$ cat src/rtl/uart_rx_oversampled_receiver.sv
// 8E1 UART receiver with a per-baud 16x tick generator; byte, parity and framing flags pulse out with Rx_VALID.
// Optional `RX_MAJORITY_VOTE_EN: 2-of-3 vote over ticks 6,7,8 instead of a single sample at tick 7.
module uart_rx_oversampled_receiver #(
    parameter int CLK_HZ     = 50000000,
    parameter int OVERSAMPLE = 16
) (
    input  logic       Clk,
    input  logic       reset,
    input  logic [2:0] baud_select,
    input  logic       Rx_EN,
    input  logic       RxD,
    output logic [7:0] Rx_DATA,
    output logic       Rx_VALID,
    output logic       Rx_PERROR,
    output logic       Rx_FERROR
);

    // Rounded divisor; yields 10417,2604,651,326,163,81,54,27 at 50 MHz.
    function automatic int div_for(input int baud);
        return (CLK_HZ + baud * OVERSAMPLE / 2) / (baud * OVERSAMPLE);
    endfunction

    localparam int DW = $clog2(div_for(300) + 1);
    localparam int TW = $clog2(OVERSAMPLE);
    localparam logic [TW-1:0] LAST_IDX = TW'(OVERSAMPLE - 1);
`ifdef RX_MAJORITY_VOTE_EN
    localparam logic [TW-1:0] DEC_IDX = TW'(OVERSAMPLE / 2);
`else
    localparam logic [TW-1:0] DEC_IDX = TW'(OVERSAMPLE / 2 - 1);
`endif

    typedef enum logic [2:0] {
        S_IDLE,
        S_START,
        S_DATA,
        S_PARITY,
        S_STOP
    } state_t;

    state_t          state_q, state_d;
    logic [2:0]      baud_sel_q;
    logic [DW-1:0]   div_q, div_d, div_last;
    logic [TW-1:0]   tidx_q, tidx_d;
    logic [2:0]      bidx_q, bidx_d;
    logic [7:0]      shift_q, shift_d;
    logic            par_q, par_d;
    logic            armed_q, armed_d;
    logic [1:0]      sync_q;
    logic [7:0]      data_q, data_d;
    logic            valid_q, valid_d;
    logic            perr_q, perr_d;
    logic            ferr_q, ferr_d;
    logic            rx_s;
    logic            tick;
    logic            decide;
    logic            last;
    logic            sample;

    assign rx_s = sync_q[1];

    always_comb begin
        div_last = '0;
        case (baud_sel_q)
            3'd0:    div_last = DW'(div_for(300) - 1);
            3'd1:    div_last = DW'(div_for(1200) - 1);
            3'd2:    div_last = DW'(div_for(4800) - 1);
            3'd3:    div_last = DW'(div_for(9600) - 1);
            3'd4:    div_last = DW'(div_for(19200) - 1);
            3'd5:    div_last = DW'(div_for(38400) - 1);
            3'd6:    div_last = DW'(div_for(57600) - 1);
            default: div_last = DW'(div_for(115200) - 1);
        endcase
    end

    assign tick   = (div_q == div_last);
    assign decide = tick && (tidx_q == DEC_IDX);
    assign last   = tick && (tidx_q == LAST_IDX);

`ifdef RX_MAJORITY_VOTE_EN
    logic s_a_q, s_b_q;

    always_ff @(posedge Clk or negedge reset) begin
        if (!reset) begin
            s_a_q <= 1'b1;
            s_b_q <= 1'b1;
        end else begin
            if (tick && (tidx_q == DEC_IDX - TW'(2))) s_a_q <= rx_s;
            if (tick && (tidx_q == DEC_IDX - TW'(1))) s_b_q <= rx_s;
        end
    end

    assign sample = (s_a_q & s_b_q) | (s_a_q & rx_s) | (s_b_q & rx_s);
`else
    assign sample = rx_s;
`endif

    always_comb begin
        state_d = state_q;
        div_d   = tick ? '0 : div_q + DW'(1);
        tidx_d  = tick ? tidx_q + TW'(1) : tidx_q;
        bidx_d  = bidx_q;
        shift_d = shift_q;
        par_d   = par_q;
        // A framing error leaves the line low; wait for it to go high before re-arming.
        armed_d = armed_q | rx_s;
        data_d  = data_q;
        valid_d = 1'b0;
        perr_d  = perr_q;
        ferr_d  = ferr_q;

        if (baud_select != baud_sel_q) div_d = '0;

        if (!Rx_EN) begin
            state_d = S_IDLE;
        end else begin
            case (state_q)
                S_IDLE: begin
                    if (!rx_s && armed_q) begin
                        state_d = S_START;
                        div_d   = '0;
                        tidx_d  = '0;
                    end
                end
                S_START: begin
                    if (decide && sample) begin
                        state_d = S_IDLE;
                    end else if (last) begin
                        state_d = S_DATA;
                        bidx_d  = '0;
                    end
                end
                S_DATA: begin
                    if (decide) shift_d[bidx_q] = sample;
                    if (last) begin
                        if (bidx_q == 3'd7) state_d = S_PARITY;
                        else                bidx_d  = bidx_q + 3'd1;
                    end
                end
                S_PARITY: begin
                    if (decide) par_d = sample;
                    if (last)   state_d = S_STOP;
                end
                S_STOP: begin
                    if (decide) begin
                        data_d  = shift_q;
                        perr_d  = (^shift_q) ^ par_q;
                        ferr_d  = ~sample;
                        valid_d = 1'b1;
                        state_d = S_IDLE;
                        if (!sample) armed_d = 1'b0;
                    end
                end
                default: state_d = S_IDLE;
            endcase
        end
    end

    always_ff @(posedge Clk or negedge reset) begin
        if (!reset) begin
            state_q    <= S_IDLE;
            baud_sel_q <= '0;
            div_q      <= '0;
            tidx_q     <= '0;
            bidx_q     <= '0;
            shift_q    <= '0;
            par_q      <= 1'b0;
            armed_q    <= 1'b1;
            sync_q     <= 2'b11;
            data_q     <= '0;
            valid_q    <= 1'b0;
            perr_q     <= 1'b0;
            ferr_q     <= 1'b0;
        end else begin
            state_q    <= state_d;
            baud_sel_q <= baud_select;
            div_q      <= div_d;
            tidx_q     <= tidx_d;
            bidx_q     <= bidx_d;
            shift_q    <= shift_d;
            par_q      <= par_d;
            armed_q    <= armed_d;
            sync_q     <= {sync_q[0], RxD};
            data_q     <= data_d;
            valid_q    <= valid_d;
            perr_q     <= perr_d;
            ferr_q     <= ferr_d;
        end
    end

    assign Rx_DATA   = data_q;
    assign Rx_VALID  = valid_q;
    assign Rx_PERROR = perr_q;
    assign Rx_FERROR = ferr_q;

endmodule

$ cat config.mk
export PLATFORM = sky130hd
export DESIGN_NAME = uart_rx_oversampled_receiver
export DESIGN_NICKNAME = d
export VERILOG_FILES = /design/src/rtl/uart_rx_oversampled_receiver.sv
export SDC_FILE = /design/constraint.sdc
export NUM_CORES = 1
export LEC_CHECK = 0
export CORE_ASPECT_RATIO = 1.25
export CORE_MARGIN = 3
export CORE_UTILIZATION = 42
export DETAILED_ROUTE_END_ITERATION = 10
export GPL_TIMING_DRIVEN = 1
export PLACE_DENSITY = 0.71
export SLEW_MARGIN = 20
export SYNTH_ARGS = -nofsm -noshare
export SYNTH_HDL_FRONTEND = slang
export SYNTH_SLANG_ARGS = --single-unit
$ cat constraint.sdc
create_clock -name Clk -period 4 [get_ports Clk]
set_clock_uncertainty 0.15 [all_clocks]
set_input_delay 0.6 -clock Clk [delete_from_list [all_inputs] [get_ports Clk]]
set_output_delay 0.6 -clock Clk [all_outputs]
set_load 0.1 [all_outputs]
==> metrics.yaml, run 1 <==
clock_latency_ps: 310
cts_buffers: 5
p_sw_share_pct: 26.1
synth_cells: 277
drt_first_pass_iters: 4
syn_area_mm2: 0.00279
viasPerCell: 5.47
status: "finished clean"
ios: 18
grt_pass1_wl_um: 9380
worstPathMaxFanout: 20
startpoint_type: "flip-flop"
nFillCells: 624
p_total_uw: 903
crit_path_end: "bidx_q[0]"
vias: 2036
startpoint: "baud_sel_q[2]"
final_util_pct: 49.0
maxSlewViolCount: 0
crit_cells: 6
drc: 0
io_buffer_count: 17
fin_crit_sh_pct: 81.5
cts_setup_buffers: 0
antenna_cells: 0
ys_types: 53
ant_nets: 0
grt_setup_unrepaired: "false"
yosysWarnings: 0
crit_type: "flip-flop to flip-flop"
ys_async_sr_fraction_pct: 100
cap_violations: 0
drt_wl_total_um: 5270
cts_sinks: 50
clkPwrFrac_pct: 35.3
ys_ff_latch: 50
worstMarginPinSlew_ps: 971
grt_overflow_total: 0
crit_family: "simple AND/OR/NAND/NOR gates"
worst_path_max_delay_cell: "or4_4"
wl_per_cell_um: 14.2
worst_slew_margin_rel_pct: 35.1
place_hpwl_um: 3700
fin_area_mm2: 0.00310
h-tree-depth: 2
max-vdd-ir-drop_uv: 147
crit_chain: "or2_2 -> o211a_1 -> o31ai_2 -> nand2_1 -> or4_4 -> mux2_4"
drt_iter0_markers: 99
synth_edf_count: 0
fin_setup_tns_ps: 0
die_w_um: 78.9
final_cell_mix: "dfrtp_1, nor2_1, nand2_1"
power.leakage_nw: 1.35
fin_nets: 297
hold_path_class: "primary input to asynchronous set/reset pin"
syn_to_final_growth_pct: 10.9
rows: 32
crit_buf_inv: 0
drive_above_1_share_pct: 14.6
synth_fp_nets: 288
cts_buffer_depth: 2
critPathArrivalTime_ps: 3310
fin_crit_ps: 3260
finalHoldViolCount: 0
power.switching_uw: 236
start_util_pct: 44.1
p_comb_share_pct: 6.5
ys_seq_area_share_pct: 44.9
die_area_mm2: 0.00767
dpl_cell_area_mm2: 0.00300
reg2regPathDepth: 6
grt.total_usage_pct: 14.9
yosys_most_used_dff: "dfrtp_1"
syn_avg_cell_area_um2: 10.1
p_int_uw: 667
pwr-share-seq_pct: 58.2
fmax_ghz: 0.307
die_height_um: 97.2
rr_startpoint: "baud_sel_q[2]"
p_per_area_mw_per_mm2: 292
required_ps: 4050
gp_congestion: 0.855
design.core.area_mm2: 0.00633
root_buffer: "clkbuf_8"
endpoint_kind: "flip-flop"
path_clk_slew_ps: 100
grt_pass1_vias: 2009
antenna_found_initial: 0
layout_commonest_cell: "dfrtp_1"
cts_tree: "built"
cts_hold_buf: 0
setup_viol: 0
grt_max_degree: 51
timing.rr.end: "bidx_q[0]"
cts.repair.resized: 0
max_stage_delay_ps: 710
reg2reg_slack_ps: 740
## Yosys cell counts, types with 5 or more instances
| master | n | area [µm²] |
|---|---|---|
| xor2_1 | 16 | 140 |
| nand3_1 | 10 | 50.1 |
| mux2_2 | 18 | 203 |
| nor2_1 | 31 | 116 |
| dfrtp_1 | 47 | 1180 |
| clkbuf_1 | 9 | 33.8 |
| nand2_1 | 20 | 75.1 |
| inv_1 | 10 | 37.5 |
| nor4_1 | 9 | 56.3 |
| o21ai_0 | 6 | 30.0 |
| o211ai_1 | 5 | 37.5 |
| nor3_1 | 5 | 25.0 |
| xnor2_1 | 10 | 87.6 |
| and3_1 | 5 | 31.3 |
| buf_2 | 6 | 30.0 |
## worst min path at each step
stage                         start    endpoint  slack, ps  cells after the start
after floorplan               reset  Rx_DATA[0]        150                      0
after global placement    sync_q[0]   sync_q[1]        200                      0
after detailed placement  sync_q[0]   sync_q[1]        200                      0
after CTS                 sync_q[0]   sync_q[1]        210                      0
after global routing          reset  shift_q[2]        190                      1
final                         reset  state_q[1]        150                      1
## routing by layer
metal / vias up / GRT usage, % / wire length, µm
li1: 1001 / - / -
met4: 0 / 5.03 / 84
met1: 1003 / 18.2 / 2340
met3: 8 / 2.60 / 102
met5: - / 0 / 0
met2: 24 / 26.1 / 2750
## registers in the layout (all words and copies together) (netlist names)
signal / flops
div_q: 14
Rx_DATA: 8
shift_q: 8
tidx_q: 4
baud_sel_q: 3
bidx_q: 3
state_q: 3
sync_q: 2
Rx_FERROR: 1
Rx_PERROR: 1
Rx_VALID: 1
armed_q: 1
par_q: 1
## final cells by class
cell class / count / area [µm²] / area share [%]
multi-input combinational: 200 / 1420 / 45.8
timing repair buffer: 19 / 183 / 5.90
sequential: 50 / 1250 / 40.5
tap: 85 / 106 / 3.43
clock buffer: 5 / 68.8 / 2.22
clock inverter: 3 / 28.8 / 0.929
inverter: 10 / 37.5 / 1.21
## power groups by stage
stage          logic (mW)  registers (mW)  clock network (mW)
2_1_floorplan      0.0441           0.526                   0
3_3_place_gp       0.0597           0.535                   0
3_5_place_dp       0.0603           0.535                   0
4_1_cts            0.0603           0.525               0.332
5_1_grt            0.0672           0.527               0.351
6_report           0.0591           0.525               0.318
## per-stage QoR
stage	setup slack, ps	hold WS (ps)	cells
3_5_place_dp	738	197	364
5_1_grt	515	193	372
2_1_floorplan	1420	154	277
3_3_place_gp	829	197	364
6_report	740	147	372
4_1_cts	731	212	372
## kinds of logic after synthesis
| family | after synthesis | share of synthesized area, % |
|---|---|---|
| flops | 50 | 44.9 |
| xor+xnor | 26 | 8.15 |
| buf+inv | 27 | 4.30 |
| simple gates | 113 | 22.1 |
| mux | 23 | 9.59 |
| fa+ha+maj | 4 | 1.79 |
| compound gates | 34 | 9.14 |
Note: power is estimated with default switching activity, not from simulation.
==> inputs of run 2 (changes only) <==
==> constraint.sdc (replaced) <==
create_clock -name Clk -period 3.05 [get_ports Clk]
set_clock_uncertainty 0.15 [all_clocks]
set_input_delay 0.4575 -clock Clk [delete_from_list [all_inputs] [get_ports Clk]]
set_output_delay 0.4575 -clock Clk [all_outputs]
set_load 0.1 [all_outputs]
==> run 2 against run 1 <==
First-iteration DRC count up 82%. Via count up 2.7%. Wire length up 2.3%. Design area up 0.89%. Sequential cell count unchanged. Total power up 32%. Critical path type unchanged.
==> metrics.yaml, run 2 (synthesis gave the netlist of run 1 again) <==
p_int_uw: 879  # was 667 µW
io_buffer_count: 17  # unchanged
h-tree-depth: 2  # unchanged
min_path_cells: 0
clock_latency_ps: 310  # about the same
finalHoldViolCount: 0  # unchanged
grt-busiest-layer: "met2"  # unchanged
drc: 0  # unchanged
cts_tree: "built"  # unchanged
p_sw_share_pct: 26.0  # was 26.1%
largest_reg_flops: 14  # unchanged
worstPathMaxFanout: 19  # was 20
worst_slew_margin_rel_pct: 67.1  # was 35.1%
path_clk_slew_ps: 100  # about the same
max-vdd-ir-drop_uv: 220  # was 147 µV
die_w_um: 78.9  # unchanged
drt_iter0_markers: 180  # was 99
viasPerCell: 5.52  # was 5.47
grt_use_met3_pct: 3.80  # was 2.60%
power.switching_uw: 308  # was 236 µW
cts_sinks: 50  # unchanged
fin_setup_tns_ps: 0  # unchanged
met1_usage_pct: 17.9  # was 18.2%
grt_setup_unrepaired: "true"  # was false
nFillCells: 601  # was 624
maxSlewViolCount: 0  # unchanged
hold_path_class: "flip-flop to flip-flop"  # was primary input to asynchronous set/reset pin
start_util_pct: 44.1  # unchanged
reg2regPathDepth: 9  # was 6
final_cell_mix: "dfrtp_1, nor2_1, nand2_1"  # unchanged
layout_commonest_cell: "dfrtp_1"  # unchanged
fin_crit_ps: 2880  # was 3260 ps
wl_per_cell_um: 14.2  # about the same
p_per_area_mw_per_mm2: 380  # was 292 mW/mm²
die_area_mm2: 0.00767  # unchanged
worstMarginPinSlew_ps: 492  # was 971 ps
antenna_cells: 0  # unchanged
endpoint_kind: "flip-flop"  # unchanged
p_comb_share_pct: 7.4  # was 6.5%
die_height_um: 97.2  # unchanged
design.core.area_mm2: 0.00633  # unchanged
fin_crit_sh_pct: 94.4  # was 81.5%
fin_nets: 304  # was 297
antenna_found_initial: 0  # unchanged
critPathArrivalTime_ps: 2930  # was 3310 ps
dpl_cell_area_mm2: 0.00301  # was 0.00300 mm²
drive_above_1_share_pct: 20.7  # was 14.6%
pwr-share-seq_pct: 57.8  # was 58.2%
grt_max_degree: 36  # was 51
root_buffer: "clkbuf_8"  # unchanged
fmax_ghz: 0.347  # was 0.307 GHz
holdWs_ps: 211  # was 147 ps
grt_overflow_total: 0  # unchanged
ios: 18  # unchanged
syn_to_final_growth_pct: 11.9  # was 10.9%
setup_viol: 0  # unchanged
grt_pass1_vias: 2065  # was 2,009
drt_wl_total_um: 5390  # was 5270 µm
grt.total_usage_pct: 15.2  # was 14.9%
rows: 32  # unchanged
clkPwrFrac_pct: 34.8  # was 35.3%
power.leakage_nw: 1.40  # was 1.35 nW
fin_area_mm2: 0.00312  # was 0.00310 mm²
top_register: "div_q"  # unchanged
cap_violations: 0  # unchanged
ant_nets: 0  # unchanged
cts_buffer_depth: 2  # unchanged
place_hpwl_um: 3910  # was 3700 µm
drt_first_pass_iters: 4  # unchanged
gp_congestion: 0.821  # was 0.855
status: "finished clean"  # unchanged
startpoint_type: "flip-flop"  # unchanged
cts_buffers: 5  # unchanged
grt_use_met2_pct: 26.9  # was 26.1%
vias: 2091  # was 2,036
crit_type: "flip-flop to flip-flop"  # unchanged
grt_pass1_wl_um: 9480  # was 9380 µm
required_ps: 3100  # was 4050 ps
## run 2: cell types whose count changed in the layout (fill, tap and decap cells not counted)
cell,change
dfrtp_1,-2
buf_2,+1
dfrtp_2,+2
clkdlybuf4s50_1,-11
dlygate4sd3_1,+1
buf_4,+16
## run 2: worst paths after layout
path                       slack (ps)     startpoint         end
setup / recovery                  170  baud_sel_q[2]       par_q
hold / removal                    210      sync_q[0]   sync_q[1]
setup reg to reg                  170  baud_sel_q[2]       par_q
hold reg to reg                   210      sync_q[0]   sync_q[1]
max in group asynchronous        1530          reset   sync_q[0]
min in group asynchronous         430          reset  state_q[1]
## run 2: timing repair
action,4_1_cts,5_1_grt
setup buffers,0,0
resized for setup,0,2
hold buffers,1,0
endpoints found under the setup margin,0,2
endpoints found under the hold margin,15,0
## run 2: final cells by class
type | instances | area, µm² | area share [%]
repair buffers | 26 | 208 | 6.65
flip-flops and latches | 50 | 1260 | 40.2
clock inverters | 3 | 28.8 | 0.921
well taps | 85 | 106 | 3.40
inverters | 10 | 37.5 | 1.20
clock buffers | 5 | 68.8 | 2.20
multi-input cells | 200 | 1420 | 45.4
## run 2: power by group through the flow
stage	registers (mW)	logic (mW)	clock network, mW
2_1_floorplan	0.690	0.0578	0
3_3_place_gp	0.698	0.0875	0
3_5_place_dp	0.698	0.0879	0
4_1_cts	0.686	0.0889	0.434
5_1_grt	0.688	0.0977	0.472
6_report	0.686	0.0874	0.414
## run 2: worst max-delay path, stage by stage, from the launching register on
cell	delay (ps)
dfrtp_1	520
buf_4	210
nor3b_1	250
a31oi_1	70
o211ai_1	220
and4b_1	250
nand2_1	80
buf_4	220
nor4_1	410
mux2_2	380
## run 2: metal layers
layer | vias to the layer above | share of wire (%)
li1 | 1016 | -
met1 | 1029 | 43
met5 | - | 0
met4 | 0 | 1.8
met2 | 34 | 52
met3 | 12 | 2.8
## run 2: metrics by stage
stage               setup slack [ps]  cells  total power, mW  util (%)
floorplan                        469    277            0.748         -
global placement                 191    370            0.785      47.6
detailed placement               121    370            0.786      47.6
CTS                             97.4    379             1.21      49.3
global route                   -6.20    379             1.26      49.4
finish                           172    379             1.19      49.4
==> inputs of run 3 (changes only) <==
--- a/config.mk
+++ b/config.mk
@@ -5,7 +5,7 @@
 export SDC_FILE = /design/constraint.sdc
 export NUM_CORES = 1
 export LEC_CHECK = 0
-export CORE_ASPECT_RATIO = 1.25
+export CORE_ASPECT_RATIO = 1.4
 export CORE_MARGIN = 3
 export CORE_UTILIZATION = 42
 export DETAILED_ROUTE_END_ITERATION = 10
==> constraint.sdc (replaced) <==
create_clock -name Clk -period 3.45 [get_ports Clk]
set_clock_uncertainty 0.15 [all_clocks]
set_input_delay 0.5175 -clock Clk [delete_from_list [all_inputs] [get_ports Clk]]
set_output_delay 0.5175 -clock Clk [all_outputs]
set_load 0.1 [all_outputs]
==> run 3 against run 2 <==
Hold slack gained 1.7 ps. Combinational power shrank 16%. Non-clock buffer count fell by 3. Largest cell class unchanged. Register-to-register slack better by 180 ps.
==> metrics.yaml, run 3 (synthesis gave the netlist of run 1 again) <==
fin_setup_tns_ps: 0  # unchanged
startpoint_type: "flip-flop"  # unchanged
p_int_uw: 845  # was 879 µW
cts_tree: "built"  # unchanged
die_area_mm2: 0.00768  # was 0.00767 mm²
power.switching_uw: 274  # was 308 µW
layout_commonest_cell: "dfrtp_1"  # unchanged
crit_family: "simple AND/OR/NAND/NOR gates"  # unchanged
p_sw_share_pct: 24.5  # was 26.0%
setup_viol: 0  # unchanged
p_per_area_mw_per_mm2: 356  # was 380 mW/mm²
status: "finished clean"  # unchanged
nFillCells: 564  # was 601
drive_above_1_share_pct: 15.5  # was 20.7%
design.core.area_mm2: 0.00634  # was 0.00633 mm²
grt_pass1_vias: 1966  # was 2,065
critPathArrivalTime_ps: 3150  # was 2930 ps
drc: 0  # unchanged
vias: 2024  # was 2,091
cts_buffers: 5  # unchanged
io_buffer_count: 17  # unchanged
antenna_cells: 0  # unchanged
gp_congestion: 0.842  # was 0.821
fin_crit_sh_pct: 89.8  # was 94.4%
cts_sinks: 50  # unchanged
cts_buffer_depth: 2  # unchanged
worstPathMaxFanout: 19  # unchanged
rows: 34  # was 32
ios: 18  # unchanged
cts_setup_buffers: 0  # unchanged
h-tree-depth: 2  # unchanged
drt_first_pass_iters: 4  # unchanged
grt.total_usage_pct: 15.9  # was 15.2%
path_clk_slew_ps: 90  # was 100 ps
grt_pass1_wl_um: 9330  # was 9480 µm
wl_per_cell_um: 15.1  # was 14.2 µm
viasPerCell: 5.58  # was 5.52
crit_cells: 8  # was 9
clkPwrFrac_pct: 39.0  # was 34.8%
hold_end: "sync_q[1]"  # unchanged
maxSlewViolCount: 0  # unchanged
fin_crit_ps: 3100  # was 2880 ps
worstMarginPinSlew_ps: 974  # was 492 ps
worst_path_max_delay_cell: "dfrtp_1"  # unchanged
grt_setup_unrepaired: "false"  # was true
finalHoldViolCount: 0  # unchanged
grt_overflow_total: 0  # unchanged
place_hpwl_um: 3940  # was 3910 µm
clock_latency_ps: 320  # was 310 ps
reg2reg_slack_ps: 350  # was 170 ps
largest_reg_flops: 14  # unchanged
holdWs_ps: 213  # was 211 ps
start_util_pct: 44.1  # about the same
max_stage_delay_ps: 570  # was 520 ps
fin_nets: 301  # was 304
drt_wl_total_um: 5480  # was 5390 µm
hold_path_class: "flip-flop to flip-flop"  # unchanged
fmax_ghz: 0.323  # was 0.347 GHz
p_comb_share_pct: 6.6  # was 7.4%
min_path_cells: 0  # unchanged
endpoint_kind: "flip-flop"  # unchanged
die_height_um: 102  # was 97.2 µm
cap_violations: 0  # unchanged
worst_slew_margin_rel_pct: 34.8  # was 67.1%
die_w_um: 74.9  # was 78.9 µm
syn_to_final_growth_pct: 12.5  # was 11.9%
antenna_found_initial: 0  # unchanged
top_register: "div_q"  # unchanged
final_cell_mix: "dfrtp_1, nor2_1, nand2_1"  # unchanged
crit_chain: "or3b_1 -> o32ai_2 -> a31o_2 -> and4b_1 -> nand2_1 -> buf_4 -> nor4_1 -> mux2_2"  # was buf_4 -> nor3b_1 -> a31oi_1 -> o211ai_1 -> and4b_1 -> nand2_1 -> buf_4 -> nor4_1 -> mux2_2
power.leakage_nw: 1.37  # was 1.40 nW
rr_startpoint: "baud_sel_q[2]"  # unchanged
max-vdd-ir-drop_uv: 165  # was 220 µV
crit_buf_inv: 1  # was 2
pwr-share-seq_pct: 54.4  # was 57.8%
drt_iter0_markers: 117  # was 180
hp-start: "sync_q[0]"  # unchanged
required_ps: 3500  # was 3100 ps
ant_nets: 0  # unchanged
root_buffer: "clkbuf_8"  # unchanged
grt_max_degree: 33  # was 36
crit_type: "flip-flop to flip-flop"  # unchanged
timing.rr.end: "par_q"  # unchanged
reg2regPathDepth: 8  # was 9
-- run 3: cell types whose count changed in the layout (fill, tap and decap cells not counted), sizes merged --
cell | before | now
buf | 20 | 6
clkdlybuf4s50 | 5 | 16
bufinv | 0 | 1
clkinv | 1 | 0
clkinvlp | 0 | 1
inv | 12 | 11
-- run 3: layout make-up --
cell class	instances	area (µm²)	share of cell area, %
clock buffers	5	68.8	2.19
clock inverters	3	48.8	1.55
inverters	10	37.5	1.19
multi-input cells	200	1420	45.1
flip-flops and latches	50	1250	39.9
well taps	72	90.1	2.87
repair buffers	23	225	7.17
-- run 3: how the worst max path moves through the flow --
stage | startpoint | endpoint | slack (ps)
finish | baud_sel_q[2] | par_q | 350
global route | baud_sel_q[2] | par_q | 160
CTS | baud_sel_q[2] | par_q | 330
detailed placement | baud_sel_q[2] | par_q | 360
global placement | baud_sel_q[2] | par_q | 470
floorplan | baud_sel_q[2] | shift_q[1] | 870
-- run 3: per-layer routing --
| layer | wire length, µm | vias to the layer above | GRT usage (%) |
|---|---|---|---|
| li1 | - | 1010 | - |
| met1 | 2340 | 977 | 19.3 |
| met2 | 2890 | 27 | 27.1 |
| met3 | 129 | 10 | 3.25 |
| met4 | 116 | 0 | 5.89 |
| met5 | 0 | - | 0 |
-- run 3: power groups by stage --
| stage | Clock, mW | Combinational, mW | Sequential, mW |
|---|---|---|---|
| after floorplan | 0 | 0.0511 | 0.610 |
| after global placement | 0 | 0.0708 | 0.620 |
| after detailed placement | 0 | 0.0747 | 0.620 |
| after CTS | 0.453 | 0.0759 | 0.609 |
| after global routing | 0.485 | 0.0833 | 0.611 |
| final | 0.437 | 0.0737 | 0.609 |
-- run 3: per-stage QoR --
step	util [%]	power [mW]	instances	setup slack [ps]	area [µm²]
after floorplan	-	0.661	277	869	2790
after global placement	47.3	0.691	353	470	3000
after detailed placement	47.6	0.695	354	365	3020
after CTS	49.6	1.14	363	329	3140
after global routing	49.6	1.18	363	164	3140
final	49.6	1.12	363	351	3140
-- run 3: what timing repair did --
item	4_1_cts	5_1_grt
gates resized for setup	0	0
endpoints found under the hold margin	14	0
hold buffers	1	0
-- run 3: worst reg2reg max path: stages (launching register included) --
cell and delay [ps]:
dfrtp_1 570, or3b_1 470, o32ai_2 230, a31o_2 150, and4b_1 210, nand2_1 170
buf_4 250, nor4_1 400, mux2_2 390
